<file path="src/rtl/mem_arbiter_pkg.sv">
// Shared definitions for the memory arbiter: FSM state encodings and block geometry.
// Latency: n/a (definitions only).
// Backpressure: n/a.
package mem_arbiter_pkg;

  // 2-bit state encoding shared by the arbiter FSM.
  typedef enum logic [1:0] {
    ST_IDLE    = 2'd0,
    ST_I_FILL  = 2'd1,
    ST_D_FILL  = 2'd2,
    ST_D_WRITE = 2'd3
  } state_t;

  localparam int BLOCK_BYTES         = 16;
  // Byte-offset bits within a block; cleared to form the block base address.
  localparam int OFFSET_MASK         = BLOCK_BYTES - 1;
  localparam int WORDS_PER_BLOCK_DEF = 8;

endpackage

</file>
<file path="src/rtl/block_sequencer.sv">
// Block fill sequencer: issue and receive word counters with address generation.
// Latency: counters advance one step per enabled cycle; addresses are combinational.
// Backpressure: none; the issue side stops by itself once all words are issued.
//
// Ports: clr zeroes both counters (on grant); issue_en / rcv_en advance them;
// base is the block base address; issue_addr / rcv_addr = base + 2*count;
// rcv_last flags the final word; issue_done is set after the final issue.
module block_sequencer
  import mem_arbiter_pkg::*;
#(
  parameter int WORDS_PER_BLOCK = WORDS_PER_BLOCK_DEF,
  parameter int ADDR_W          = 16
) (
  input  logic              clk,
  input  logic              rst_n,
  input  logic              clr,
  input  logic              issue_en,
  input  logic              rcv_en,
  input  logic [ADDR_W-1:0] base,
  output logic [ADDR_W-1:0] issue_addr,
  output logic [ADDR_W-1:0] rcv_addr,
  output logic              rcv_last,
  output logic              issue_done
);

  localparam int CNT_W = $clog2(WORDS_PER_BLOCK);

  logic [CNT_W-1:0] issue_cnt;
  logic [CNT_W-1:0] rcv_cnt;
  logic             issue_last;

  assign issue_last = (issue_cnt == CNT_W'(WORDS_PER_BLOCK - 1));
  assign rcv_last   = (rcv_cnt == CNT_W'(WORDS_PER_BLOCK - 1));

  // Words are 2 bytes, so the count is shifted left by one into the offset.
  assign issue_addr = base + ADDR_W'({issue_cnt, 1'b0});
  assign rcv_addr   = base + ADDR_W'({rcv_cnt, 1'b0});

  // Counters are power-of-two wide, so they wrap to 0 after the last word.
  always_ff @(posedge clk or negedge rst_n) begin
    if (!rst_n) begin
      issue_cnt  <= '0;
      rcv_cnt    <= '0;
      issue_done <= 1'b0;
    end else if (clr) begin
      issue_cnt  <= '0;
      rcv_cnt    <= '0;
      issue_done <= 1'b0;
    end else begin
      if (issue_en) begin
        issue_cnt <= issue_cnt + 1'b1;
        if (issue_last) issue_done <= 1'b1;
      end
      if (rcv_en) rcv_cnt <= rcv_cnt + 1'b1;
    end
  end

endmodule

</file>
<file path="src/rtl/mem_arbiter.sv">
// Shares one multi-cycle memory between I-cache and D-cache: block fills and D write-through.
// Latency: grant 1 cycle after request; fill done 8+L cycles after grant-1; write done in grant cycle.
// Backpressure: requesters are held via i_stall/d_stall until their done pulse.
//
// Ports: i_req/i_addr and d_req/d_addr/d_wr/d_wdata are level requests;
// mem_* is the memory access port (mem_valid returns reads in order);
// fill_data/fill_addr with i_fill_we/d_fill_we write the cache; *_done pulse on completion.
module mem_arbiter
  import mem_arbiter_pkg::*;
#(
  parameter int WORDS_PER_BLOCK = WORDS_PER_BLOCK_DEF,
  parameter int ADDR_W          = 16
) (
  input  logic              clk,
  input  logic              rst_n,
  input  logic              i_req,
  input  logic [ADDR_W-1:0] i_addr,
  input  logic              d_req,
  input  logic [ADDR_W-1:0] d_addr,
  input  logic              d_wr,
  input  logic [15:0]       d_wdata,
  output logic              mem_en,
  output logic              mem_wr,
  output logic [ADDR_W-1:0] mem_addr,
  output logic [15:0]       mem_wdata,
  input  logic [15:0]       mem_rdata,
  input  logic              mem_valid,
  output logic [15:0]       fill_data,
  output logic [ADDR_W-1:0] fill_addr,
  output logic              i_fill_we,
  output logic              d_fill_we,
  output logic              i_done,
  output logic              d_done,
  output logic              i_stall,
  output logic              d_stall
);

  state_t            state, next_state;
  logic              last_grant;   // 1 = D side was granted most recently
  logic [ADDR_W-1:0] addr_q;
  logic [15:0]       wdata_q;
  logic              grant_i, grant_d;
  logic              issue_en, rcv_en, fill_vld;
  logic [ADDR_W-1:0] base, issue_addr, rcv_addr;
  logic              rcv_last, issue_done;

  assign base = addr_q & ~ADDR_W'(OFFSET_MASK);

  block_sequencer #(
    .WORDS_PER_BLOCK(WORDS_PER_BLOCK),
    .ADDR_W         (ADDR_W)
  ) u_seq (
    .clk       (clk),
    .rst_n     (rst_n),
    .clr       (grant_i | grant_d),
    .issue_en  (issue_en),
    .rcv_en    (rcv_en),
    .base      (base),
    .issue_addr(issue_addr),
    .rcv_addr  (rcv_addr),
    .rcv_last  (rcv_last),
    .issue_done(issue_done)
  );

  always_ff @(posedge clk or negedge rst_n) begin
    if (!rst_n) begin
      state      <= ST_IDLE;
      last_grant <= 1'b0;
      addr_q     <= '0;
      wdata_q    <= '0;
    end else begin
      state <= next_state;
      if (grant_d) begin
        addr_q     <= d_addr;
        wdata_q    <= d_wdata;
        last_grant <= 1'b1;
      end else if (grant_i) begin
        addr_q     <= i_addr;
        last_grant <= 1'b0;
      end
    end
  end

  always_comb begin
    next_state = state;
    grant_i    = 1'b0;
    grant_d    = 1'b0;
    issue_en   = 1'b0;
    rcv_en     = 1'b0;
    fill_vld   = 1'b0;
    mem_en     = 1'b0;
    mem_wr     = 1'b0;
    mem_addr   = '0;
    mem_wdata  = '0;
    i_done     = 1'b0;
    d_done     = 1'b0;
    case (state)
      ST_IDLE: begin
        // On a tie the side that did not win last time goes first.
        grant_d = d_req & (~i_req | ~last_grant);
        grant_i = i_req & ~grant_d;
        if (grant_d)      next_state = d_wr ? ST_D_WRITE : ST_D_FILL;
        else if (grant_i) next_state = ST_I_FILL;
      end
      ST_I_FILL, ST_D_FILL: begin
        issue_en = ~issue_done;
        mem_en   = ~issue_done;
        mem_addr = issue_done ? '0 : issue_addr;
        rcv_en   = mem_valid;
        fill_vld = mem_valid;
        if (mem_valid && rcv_last) begin
          if (state == ST_D_FILL) d_done = 1'b1;
          else                    i_done = 1'b1;
          next_state = ST_IDLE;
        end
      end
      ST_D_WRITE: begin
        mem_en     = 1'b1;
        mem_wr     = 1'b1;
        mem_addr   = addr_q;
        mem_wdata  = wdata_q;
        d_done     = 1'b1;
        next_state = ST_IDLE;
      end
      default: next_state = ST_IDLE;
    endcase
  end

  // Fill outputs are zero outside a returning word so stale data never leaks out.
  assign i_fill_we = fill_vld & (state == ST_I_FILL);
  assign d_fill_we = fill_vld & (state == ST_D_FILL);
  assign fill_data = fill_vld ? mem_rdata : 16'h0000;
  assign fill_addr = fill_vld ? rcv_addr : '0;

  assign i_stall = i_req & ~i_done;
  assign d_stall = d_req & ~d_done;

endmodule

</file>
<file path="config.mk">
export PLATFORM = sky130hd
export DESIGN_NAME = mem_arbiter
export DESIGN_NICKNAME = d
export VERILOG_FILES = /design/src/rtl/mem_arbiter_pkg.sv /design/src/rtl/block_sequencer.sv /design/src/rtl/mem_arbiter.sv
export SDC_FILE = /design/constraint.sdc
export NUM_CORES = 1
export LEC_CHECK = 0
export CORE_ASPECT_RATIO = 1.2
export CORE_UTILIZATION = 38
export CTS_CLUSTER_SIZE = 28
export DETAILED_ROUTE_END_ITERATION = 10
export GPL_ROUTABILITY_DRIVEN = 0
export PLACE_DENSITY_LB_ADDON = 0.15
export REMOVE_ABC_BUFFERS = 1
export SLEW_MARGIN = 30
export SYNTH_ARGS = -nofsm -noshare
export SYNTH_HDL_FRONTEND = slang
export SYNTH_SLANG_ARGS = --single-unit
export TNS_END_PERCENT = 50
</file>
<file path="constraint.sdc">
create_clock -name clk -period 1.8 [get_ports clk]
set_input_delay 0.36 -clock clk [delete_from_list [all_inputs] [get_ports clk]]
set_output_delay 0.36 -clock clk [all_outputs]
set_load 0.02 [all_outputs]
</file>
== Yosys cells after proc, flatten, opt, wreduce, memory -nomap -nowiden ==
Index checks and enable logic that the tools add are counted.
W data, S select, Z words.
Cells by class
  add/sub/neg operators: 4
  bitwise operators: 14
  reduce and logical (&&, ||, !) cells: 9
  eq/ne operators: 7
  mux-type cells: 33
Operators with widths (count)
  $mux W16: 6
  $add A16 B4 Y16: 2
  $pmux W16 S2: 1
  $mux W1: 16
  $mux W3: 4
  $reduce_bool A2 Y1: 4
  $add A3 B1 Y3 const B: 2
  $and A1 B1 Y1: 6
  $eq A3 B3 Y1 const B: 2
  $mux W2: 3
  $not A1 Y1: 6
  $pmux W2 S3: 1
  $eq A2 B2 Y1 const B: 2
  $pmux W1 S2: 2
  $reduce_and A2 Y1: 2
  $ne A3 B3 Y1 const B: 1
  $eq A2 B1 Y1 const B: 1
  $logic_not A2 Y1: 1
  $ne A2 B2 Y1 const B: 1
  $or A1 B1 Y1: 2
  $reduce_or A2 Y1: 1
  $logic_and A1 B1 Y1: 1
Word-level totals
  bits in registers: 42
  input port bits: 70
  output and inout port bits: 72
  logic and storage cells: 74

== Longest topological paths before layout ==
  word-level depth: 9
  gate-level depth with buffers: 7
  mapped depth without buffers: 5

== Modules after synthesis ==
From an unflattened synthesis, not the netlist that was laid out.
Second synthesis, totals
  cells, all modules: 357
  area, all modules: 3159.3 µm²
Modules (own cells, without submodules)
  mem_arbiter: times used 1, sequential area each 875.8 µm², area each 2247.2 µm², cells each 254
  block_sequencer: times used 1, sequential area each 175.2 µm², area each 912.1 µm², cells each 103

== Worst setup path before layout ==
Ideal clock, no wire load.
  path type: register to output
  from: register state[0]
  to: output port i_stall
  slack: -0.258 ns
  cell stages (with the launch flop): 6
  buffers on the path: 0
  data arrival time: 1.698 ns
  data required time: 1.440 ns
  path through: dfrtp_1 > inv_1 > ha_1 > nand2_1 > nor3b_1 > nor2b_1
On the way
  cells in the longest elaborated chain, start to end: 6
  elaborated cells on any way between the ends: 8
  classes of those cells: eq/ne (2); mux (3); bitwise (2); reduce/logical (1)
Ends and longest elaborated chain
  start: declaration: line mem_arbiter.sv:38  | state_t state, next_state;
  start signal: assignment: line mem_arbiter.sv:72  | state <= next_state;
  $eq A2 B2 Y1: line mem_arbiter.sv:97, mem_arbiter.sv:112
  $mux W1: line mem_arbiter.sv:112  | if (state == ST_D_FILL) d_done = 1'b1;
  $mux W1: line mem_arbiter.sv:111  | if (mem_valid && rcv_last) begin
  $mux W1 (*): line mem_arbiter.sv:97  | case (state)
  net i_done: line mem_arbiter.sv:32  | output logic i_done,
  $not A1 Y1 (*): line mem_arbiter.sv:135  | assign i_stall = i_req & ~i_done;
  $and A1 B1 Y1 (*): line mem_arbiter.sv:135
  end: declaration: line mem_arbiter.sv:34  | output logic i_stall,
The timed path passes the listed nets; every way through them passes the cells marked *.

== Worst setup path in the final report ==
  from: register state[1]
  to: output port mem_addr[5]
On the way
  cells in the longest elaborated chain, start to end: 3
  elaborated cells on any way between the ends: 5
  classes of those cells: eq/ne (3); mux (1); reduce/logical (1)
Ends and longest elaborated chain
  $eq A2 B2 Y1 or $eq A2 B1 Y1 (tied branches): line mem_arbiter.sv:97
  $reduce_or A2 Y1: line mem_arbiter.sv:97
  $pmux W16 S2 (*): line mem_arbiter.sv:97
  end: declaration: line mem_arbiter.sv:24  | output logic [ADDR_W-1:0] mem_addr,
Every way passes the cells marked *; elsewhere a longest branch is shown, timed or not.

==> Flow_metrics.wiki <==
{| class="wikitable"
! Metric !! Value
|-
| TritonCTS Buffers || 5
|-
| Highest cell delay on the worst timing path || 0.38 ns
|-
| Startpoint types || flop
|-
| Cell area after technology mapping || 2460 um^2
|-
| Number of optimization iterations in the first detailed-route pass || 4
|-
| Cells after DPL || 492
|-
| Busiest metal layer after global routing || met2
|-
| Clock tree from TritonCTS || yes
|-
| Full die area || 6800 um^2
|-
| Initial antenna violation count || 0
|-
| Class of the most critical hold timing path || flop to flop
|-
| Worst slack after detailed placement || -0.594 ns
|-
| Starting Density || 40.1%
|-
| Instance count of the mapped netlist || 264
|-
| DRC Markers || 0
|-
| Worst hold slack after final layout || 0.501 ns
|-
| Fin crit period || 2.07 ns
|-
| Maximum root-to-sink buffer count || 2
|-
| Width of the chip || 75.4 um
|-
| Largest net degree at the start of global routing || 33
|-
| Initial DRC count || 76
|-
| Overflow left after global routing || 0
|-
| Fmax achieved || 0.484 GHz
|-
| Total global-route track usage || 23.4%
|-
| M1 GR Usage || 26.9%
|-
| Final non-filler cell total || 506
|-
| Final Max Slew Viols || 0
|-
| Final Hold Fails || 0
|-
| Leakage dissipation || 0.00214 uW
|-
| Average wire per cell in the routed design || 15.8 um
|-
| Fin nets || 502
|-
| Placed wire-length estimate after detailed placement || 5.69 mm
|-
| Endpoints failing setup || 69
|-
| CP Cell Sequence || inv_2 -> ha_4 -> nand2b_4 -> a21oi_4 -> buf_6 -> and2_4 -> buf_6
|-
| Cell occurring most often along the worst timing path || buf_6
|-
| Num ports || 142
|-
| Count of maximum capacitance violations || 0
|-
| H-tree depth || 2
|-
| Worst clock skew on the final layout || 0.00619 ns
|-
| Global-route wire length before repair || 12.2 mm
|-
| Sum of internal, switching and leakage power || 6670 uW
|-
| Met3 demand-to-capacity share in global routing || 6.50%
|-
| Residual antenna-violating net count after detailed routing || 0
|-
| Total clock sinks || 42
|-
| Buffer type at the clock tree root || clkbuf_8
|-
| Number of vias per cell after detailed routing || 5.07
|-
| Number of distinct library cells after synthesis || 33
|-
| Post-route clock period utilization || 115%
|-
| RSZ-0062 raised after global routing || true
|-
| CP max FO || 7
|-
| Violations in the final reports || setup timing
|-
| Maximum vdd ir drop || 0.774 mV
|-
| Sequential cell area fraction in the yosys report || 42.7%
|-
| Arr. time, crit path || 1.71 ns
|-
| Critical path required time || 1.44 ns
|-
| Layout overhead on the synthesized area || 73.5%
|-
| Core box area || 6130 um^2
|-
| Number of buffers inserted by port buffering || 140
|-
| Critical Setup Path Class || flop to primary output
|-
| Vias in the first global route || 2,522
|-
| Die span in y || 90.1 um
|-
| Number of filler instances in the final layout || 499
|-
| Met2 layer usage reported by global route || 40.3%
|-
| Worst path setup slack after routing || -0.265 ns
|-
| Total Negative Setup Slacks || -11.67 ns
|-
| Via count || 2,563
|-
| Outcome || finished with violations
|-
| Count of synthesis-stage warnings from yosys || 0
|-
| Ratio of cells with drive above 1 in the final layout || 37.7%
|-
| Latest clock arrival within the worst-skew pair || 0.29 ns
|-
| Antenna diode count || 0
|-
| Mean Syn Cell Area || 9.32 um^2
|-
| Cell Rows || 31
|-
| Power density of the placed cells || 1560 nW/um^2
|-
| Clock-pin slew of the registers on the worst-case setup and hold paths || 0.08 ns
|-
| Synthesized flop and latch total || 42
|-
| Final wirelength || 8.00 mm
|-
| Sort of element at the end of the critical path || primary output
|-
| Crit path max-delay cell type || dfrtp_1
|}
synth_stat cells (all sizes together):
cell type	n	area, um^2
ha	9	113
and2b	1	7.51
nand3	2	10.0
a21boi	1	18.8
nor2b	2	12.5
xnor2	1	8.76
clkbuf	16	61.3
and2	30	188
and3	32	200
buf	6	37.5
o21a	1	7.51
a21bo	1	10.0
nand4	1	6.26
dfrtp	42	1050
a21oi	21	105
nand2b	1	6.26
conb	1	3.75
mux2i	4	40.0
inv	3	11.3
a22oi	4	30.0
nor3b	1	7.51
xor2	1	8.76
mux2	16	214
nor2	9	33.8
o21ai	34	170
nand2	24	97.6
metal layers:
| layer | vias to the layer above | share of wire, % | wire (um) |
|---|---|---|---|
| li1 | 1216 | - | - |
| met1 | 1209 | 39 | 3150 |
| met2 | 128 | 50 | 3970 |
| met3 | 10 | 9.3 | 740 |
| met4 | 0 | 1.8 | 143 |
| met5 | - | 0 | 0 |
sequential cells by signal, indices dropped and copies added, names as in the netlist:
name / cells
wdata_q: 16
u_seq.issue_done: 1
addr_q: 16
u_seq.issue_cnt: 3
last_grant: 1
state: 2
u_seq.rcv_cnt: 3
worst paths after layout:
path                                             start                        endpoint  slack [ns]  cells past startpoint
max in group asynchronous                        rst_n  u_seq.issue_cnt[2]$_DFFE_PN0P_        0.72                      3
worst min register to register  wdata_q[6]$_DFFE_PN0P_          wdata_q[6]$_DFFE_PN0P_        0.50                      1
worst min-delay path            wdata_q[6]$_DFFE_PN0P_          wdata_q[6]$_DFFE_PN0P_        0.50                      1
min in group asynchronous                        rst_n          wdata_q[4]$_DFFE_PN0P_        0.52                      2
worst max-delay path              state[1]$_DFFE_PN0P_                     mem_addr[5]       -0.27                      7
worst max register to register    state[0]$_DFFE_PN0P_           addr_q[1]$_DFFE_PN0P_        0.06                      9
layout by cell type, fill, tap and decap left out, types with 2 or more instances in the layout:
cell type	count
a21oi_1	19
a22oi_1	2
a22oi_2	2
and2_1	18
and2_4	12
and3_1	29
and3_4	3
buf_12	3
buf_2	22
buf_4	56
buf_6	22
clkbuf_1	2
clkbuf_8	5
clkdlybuf4s50_1	67
dfrtp_1	42
ha_1	5
ha_2	2
ha_4	2
inv_2	3
mux2_2	7
mux2_4	9
mux2i_1	4
nand2_1	22
nand2_4	2
nand3_1	2
nor2_1	9
nor2b_1	2
o21ai_0	16
o21ai_1	18
kinds of logic (layout without fill, tap and decap cells):
family          after synthesis  in the layout  share of synthesized area [%]
compound gates               62             62                           13.9
mux                          20             20                           10.3
simple gates                103            103                           23.1
fa+ha+maj                     9              9                           4.58
buf+inv                      25            185                           4.48
other cells                   1              1                          0.152
flops                        42             42                           42.7
xor+xnor                      2              2                          0.712
cell type report:
type	instances	area [um^2]	area share (%)
flip-flops and latches	42	1050	24.6
clock inverters	1	30.0	0.704
clock buffers	7	76.3	1.79
multi-input cells	197	1430	33.4
inverters	3	11.3	0.264
repair buffers	174	1570	36.8
well taps	82	103	2.40
metrics by stage:
step | cell area (um^2) | utilization, %
2_1_floorplan | 2360 | -
3_3_place_gp | 4100 | 66.8
3_5_place_dp | 4100 | 66.8
4_1_cts | 4210 | 68.7
5_1_grt | 4270 | 69.6
6_report | 4270 | 69.6
worst max-delay path, delay by kind of cell, from the launching register on:
family | cells | cell delay, ns
AO/OA/AOI/OAI | 1 | 0.19
adder cells (fa/ha/maj) | 1 | 0.30
flip-flops | 1 | 0.38
AND/OR/NAND/NOR | 2 | 0.21
buffers and inverters | 3 | 0.33
where the power goes:
| part | internal [uW] | total (uW) | switching, uW |
|---|---|---|---|
| Clock | 415 | 738 | 323 |
| Sequential | 1380 | 1660 | 278 |
| Combinational | 2190 | 4270 | 2080 |
repair_timing:
item | in CTS | in global routing
gates resized for setup | 393 | 23
gates cloned | 2 | 0
buffers inserted | 0 | 3
pin swaps | 13 | 4
endpoints found under the setup margin | 87 | 87
hold buffers | 1 | 0
endpoints found under the hold margin | 9 | 0
(Power assumes the default switching activity.)
==> RTL edit 1: new RTL, same flow settings <==
`ADDR_W` is set to 16 in 2 places; all go to 17.
--- a/src/rtl/block_sequencer.sv
+++ b/src/rtl/block_sequencer.sv
@@ -9,7 +9,7 @@
   import mem_arbiter_pkg::*;
 #(
   parameter int WORDS_PER_BLOCK = WORDS_PER_BLOCK_DEF,
-  parameter int ADDR_W          = 16
+  parameter int ADDR_W          = 17
 ) (
   input  logic              clk,
   input  logic              rst_n,
--- a/src/rtl/mem_arbiter.sv
+++ b/src/rtl/mem_arbiter.sv
@@ -9,7 +9,7 @@
   import mem_arbiter_pkg::*;
 #(
   parameter int WORDS_PER_BLOCK = WORDS_PER_BLOCK_DEF,
-  parameter int ADDR_W          = 16
+  parameter int ADDR_W          = 17
 ) (
   input  logic              clk,
   input  logic              rst_n,
Ports: changed (resized d_addr, fill_addr, i_addr and mem_addr); port bits go from 142 to 146. The function was not compared with the original's and may differ.
==> RTL edit 1 against the unedited design <==
The flow finishes with violations (negative hold slack, negative setup slack). Via count rose by 3.4%. Clock power fell by 19%. Area after synthesis rose by 2.3%. Die area rose by 2.3%. Final area rose by 4.5%. Setup slack improved by 1.3 ps. Sequential cell count rose by 1. Power rose by 1.4%. Clock skew rose by 4.7 ps. Combinational power rose by 5%. Synthesized cell count rose by 2.7%. Wire length fell by 2.6%. Critical path depth did not move. Critical endpoint is now mem_addr[4].
==> RTL edit 1: results <==
metrics = {
    "power": {
        "peakVddDrop_mv": 0.677,
        "swShare_pct": 40.4,
    },
    "place": {
        "dp_cells": 512,
        "dpl_worst_slack_ps": -587,
        "portBuffers": 144,
    },
    "grt": {
        "grt_max_degree": 20,
        "grt.total_usage_pct": 22.9,
        "grt_pass1_wl_mm": 12.7,
        "grt_pass1_vias": 2637,
    },
    "synthesis": {
        "synth_compound_area_share_pct": 14.3,
        "ys_seq_area_share_pct": 42.7,
        "syn_area_per_cell_sq_um": 9.29,
        "synth_common_cells": "43 x dfrtp_1, 35 x o21ai_0, 33 x and3_1",
        "yosys-mux-area-fraction_pct": 10.1,
    },
    "finish": {
        "largest_registers": "addr_q x17, wdata_q x16",
        "layout.nets": 519,
        "fillers": 520,
    },
    "drt": {
        "drtIter0Drc": 65,
        "wl_mm": 7.79,
        "routed_via_density": 5.06,
        "dr_total_vias": 2650,
    },
    "timing": {
        "hold_ws_ps": -2.74,
        "setup_viol": 71,
        "finalSetupTns_ps": -10860,
        "finalClockSkew_ps": 10.9,
        "fin_ws_ps": -264,
        "hold_violations": 2,
    },
    "run_status": {
        "status": "finished with violations",
        "violations": "negative hold slack, negative setup slack",
    },
    "worst_hold_path": {
        "worst_hold_path_type": "in -> async",
    },
}
[RTL edit 1: changes by cell type after synthesis, sizes merged]
| cell | delta |
|---|---|
| and2 | +1 |
| and2b | -1 |
| nand2 | +1 |
| dfrtp | +1 |
| and3 | +1 |
| o21ai | +2 |
| nor2b | +1 |
| a21oi | +1 |
[RTL edit 1: final timing paths]
kind,from,to,depth (start not counted),slack [ps]
setup / recovery,state[1],mem_addr[4],7,-260
hold / removal,rst_n,addr_q[8],1,-3
setup reg to reg,state[1],addr_q[6],9,50
hold reg to reg,addr_q[0],addr_q[0],2,490
max in group asynchronous,rst_n,wdata_q[11],2,1190
min in group clk,addr_q[0],addr_q[0],2,490
[RTL edit 1: cell type report]
cell class                      count  area, sq um  share of cell area (%)
Multi-Input combinational cell    203         1480                    33.2
Inverter                            3         11.3                   0.252
Sequential cell                    43         1080                    24.1
Tap cell                           85          106                    2.38
Clock inverter                      1         5.00                   0.112
Timing Repair Buffer              182         1700                    38.2
Clock buffer                        7         76.3                    1.71
[RTL edit 1: power by group through the flow]
stage	logic (mW)	registers, mW	clock network, mW
after floorplan	2.01	1.61	0
after global placement	3.67	1.67	0
after detailed placement	3.76	1.69	0
after CTS	4.10	1.70	0.613
after global routing	4.78	1.76	0.658
final	4.47	1.70	0.600
[RTL edit 1: per-layer routing]
metal  vias to the layer above  part of all wire [%]  wire, um  track usage (%)
li1                       1263                     -         -                -
met1                      1244                    40      3100             27.3
met2                       130                    51      4010             40.1
met3                        13                   7.4       573             5.73
met4                         0                   1.5       114             7.21
met5                         -                     0         0                0
[RTL edit 1: worst reg2reg max path, cell delays in order, from the launching register on]
cell,delay (ps)
dfrtp_1,410
inv_2,90
buf_4,130
ha_4,150
buf_8,150
buf_12,160
o21a_1,170
buf_6,150
o21ai_0,120
o21ai_1,160
==> RTL edit 2: new RTL, same flow settings <==
Without the edit above. Re-encode `state_t` (4 states) as one-hot, 4 bits wide.
--- a/src/rtl/mem_arbiter_pkg.sv
+++ b/src/rtl/mem_arbiter_pkg.sv
@@ -4,11 +4,11 @@
 package mem_arbiter_pkg;
 
   // 2-bit state encoding shared by the arbiter FSM.
-  typedef enum logic [1:0] {
-    ST_IDLE    = 2'd0,
-    ST_I_FILL  = 2'd1,
-    ST_D_FILL  = 2'd2,
-    ST_D_WRITE = 2'd3
+  typedef enum logic [3:0] {
+    ST_IDLE    = 4'b0001,
+    ST_I_FILL  = 4'b0010,
+    ST_D_FILL  = 4'b0100,
+    ST_D_WRITE = 4'b1000
   } state_t;
 
   localparam int BLOCK_BYTES         = 16;
Function: same outputs for any inputs over 10 cycles, from zero or initial values and one cycle with rst_n low; not proved beyond that.
==> RTL edit 2 against the unedited design <==
The flow still finishes with violations (negative setup slack). Final area is 11% higher. Sequential cell count grew 2. Via count up 4.9%. Area after synthesis up 8.6%. Synthesized cell count up 1.5%. Setup slack got worse by 73 ps. Power is 14% lower. Critical path depth fell by 2. Wire length is 4.0% lower. Highest routed layer unchanged.
==> RTL edit 2: results <==
metrics = {
    "run_status": {
        "status": "finished with violations",
        "violations": "negative setup slack",
    },
    "setup_path": {
        "r2r_start": "state[2]",
        "critPathSlowestCell": "dfrtp_2",
        "cp_data_arrival_time_ps": 1780,
        "crit_family": "simple AND/OR/NAND/NOR gates",
        "cp-startpoint": "state[3]",
        "rr_worst_depth": 6,
        "critical_path.max_fanout": 29,
        "max_stage_delay_ps": 460,
    },
    "grt": {
        "grt_pass1_wl_mm": 12.2,
        "grt_max_degree": 30,
        "grt_use_met2_pct": 37.5,
        "grt.total_usage_pct": 21.1,
        "met3_usage_pct": 4.56,
        "grtUsageMet1_pct": 24.1,
        "grt_pass1_vias": 2613,
    },
    "power": {
        "power_leakage_nw": 2.08,
        "peakVddDrop_mv": 0.748,
        "swShare_pct": 39.1,
    },
    "drt": {
        "drtIter0Drc": 78,
        "routed_via_density": 5.12,
        "post_drt_wl_per_cell_um": 14.6,
        "wl_met1_mm": 3.17,
        "wl_met3_um": 427,
        "maxUsedRoutingLayer": "met4",
        "wl_met2_mm": 3.99,
        "wl_mm": 7.68,
    },
    "place": {
        "dpl_worst_slack_ps": -833,
        "post_dp_cell_area_sq_um": 4360,
        "dp_cells": 507,
        "hpwl_mm": 5.67,
    },
    "synthesis": {
        "synth_fa_ha_area_share_pct": 1.87,
        "syn_area_per_cell_sq_um": 9.97,
        "ys_seq_area_share_pct": 41.2,
        "yosys-mux-area-fraction_pct": 8.01,
        "synth_compound_area_share_pct": 17.5,
        "synthTopCellsByArea": "dfrtp_1 40%, and2_1 11%, mux2_4 5.1%",
        "synth_common_cells": "49 x and2_1, 43 x dfrtp_1, 22 x nor2_1",
        "synth_cell_types": 47,
        "synthXorXnorAreaFrac_pct": 0.655,
    },
    "timing": {
        "hold_ws_ps": 502,
        "finalClockSkew_ps": 11.4,
        "finalSetupTns_ps": -20270,
        "setup_viol": 72,
        "fin_ws_ps": -338,
    },
    "clock_tree": {
        "post_cts_resized": 360,
        "cts_setup_buffers": 5,
    },
    "finish": {
        "largest_registers": "addr_q x16, wdata_q x16, state x4",
        "drive_gt1_share_pct": 40.0,
    },
    "worst_hold_path": {
        "hp-start": "wdata_q[2]",
        "min_to": "wdata_q[2]",
    },
}
[RTL edit 2: changes by cell type after synthesis, moves of 5 or more]
cell | unedited run | this run
and3_1 | 32 | 2
nand2_1 | 23 | 1
and2_1 | 30 | 49
o31ai_1 | 0 | 16
nor2_1 | 9 | 22
o21ai_0 | 33 | 20
nor3b_1 | 1 | 12
clkbuf_1 | 15 | 6
a22o_1 | 0 | 6
ha_1 | 9 | 4
[RTL edit 2: power by group through the flow]
stage	Sequential [mW]	Combinational [mW]	Clock [mW]
floorplan	1.68	1.58	0
global placement	1.68	2.95	0
detailed placement	1.70	3.01	0
CTS	1.69	3.11	0.660
global route	1.75	3.66	0.701
finish	1.69	3.41	0.645
[RTL edit 2: layout make-up]
class / instances / area (sq um)
fillers: 543 / 2080
repair buffers: 184 / 1850
multi-input cells: 202 / 1580
flip-flops and latches: 44 / 1100
well taps: 87 / 109
clock buffers: 7 / 86.3
clock inverters: 1 / 7.51
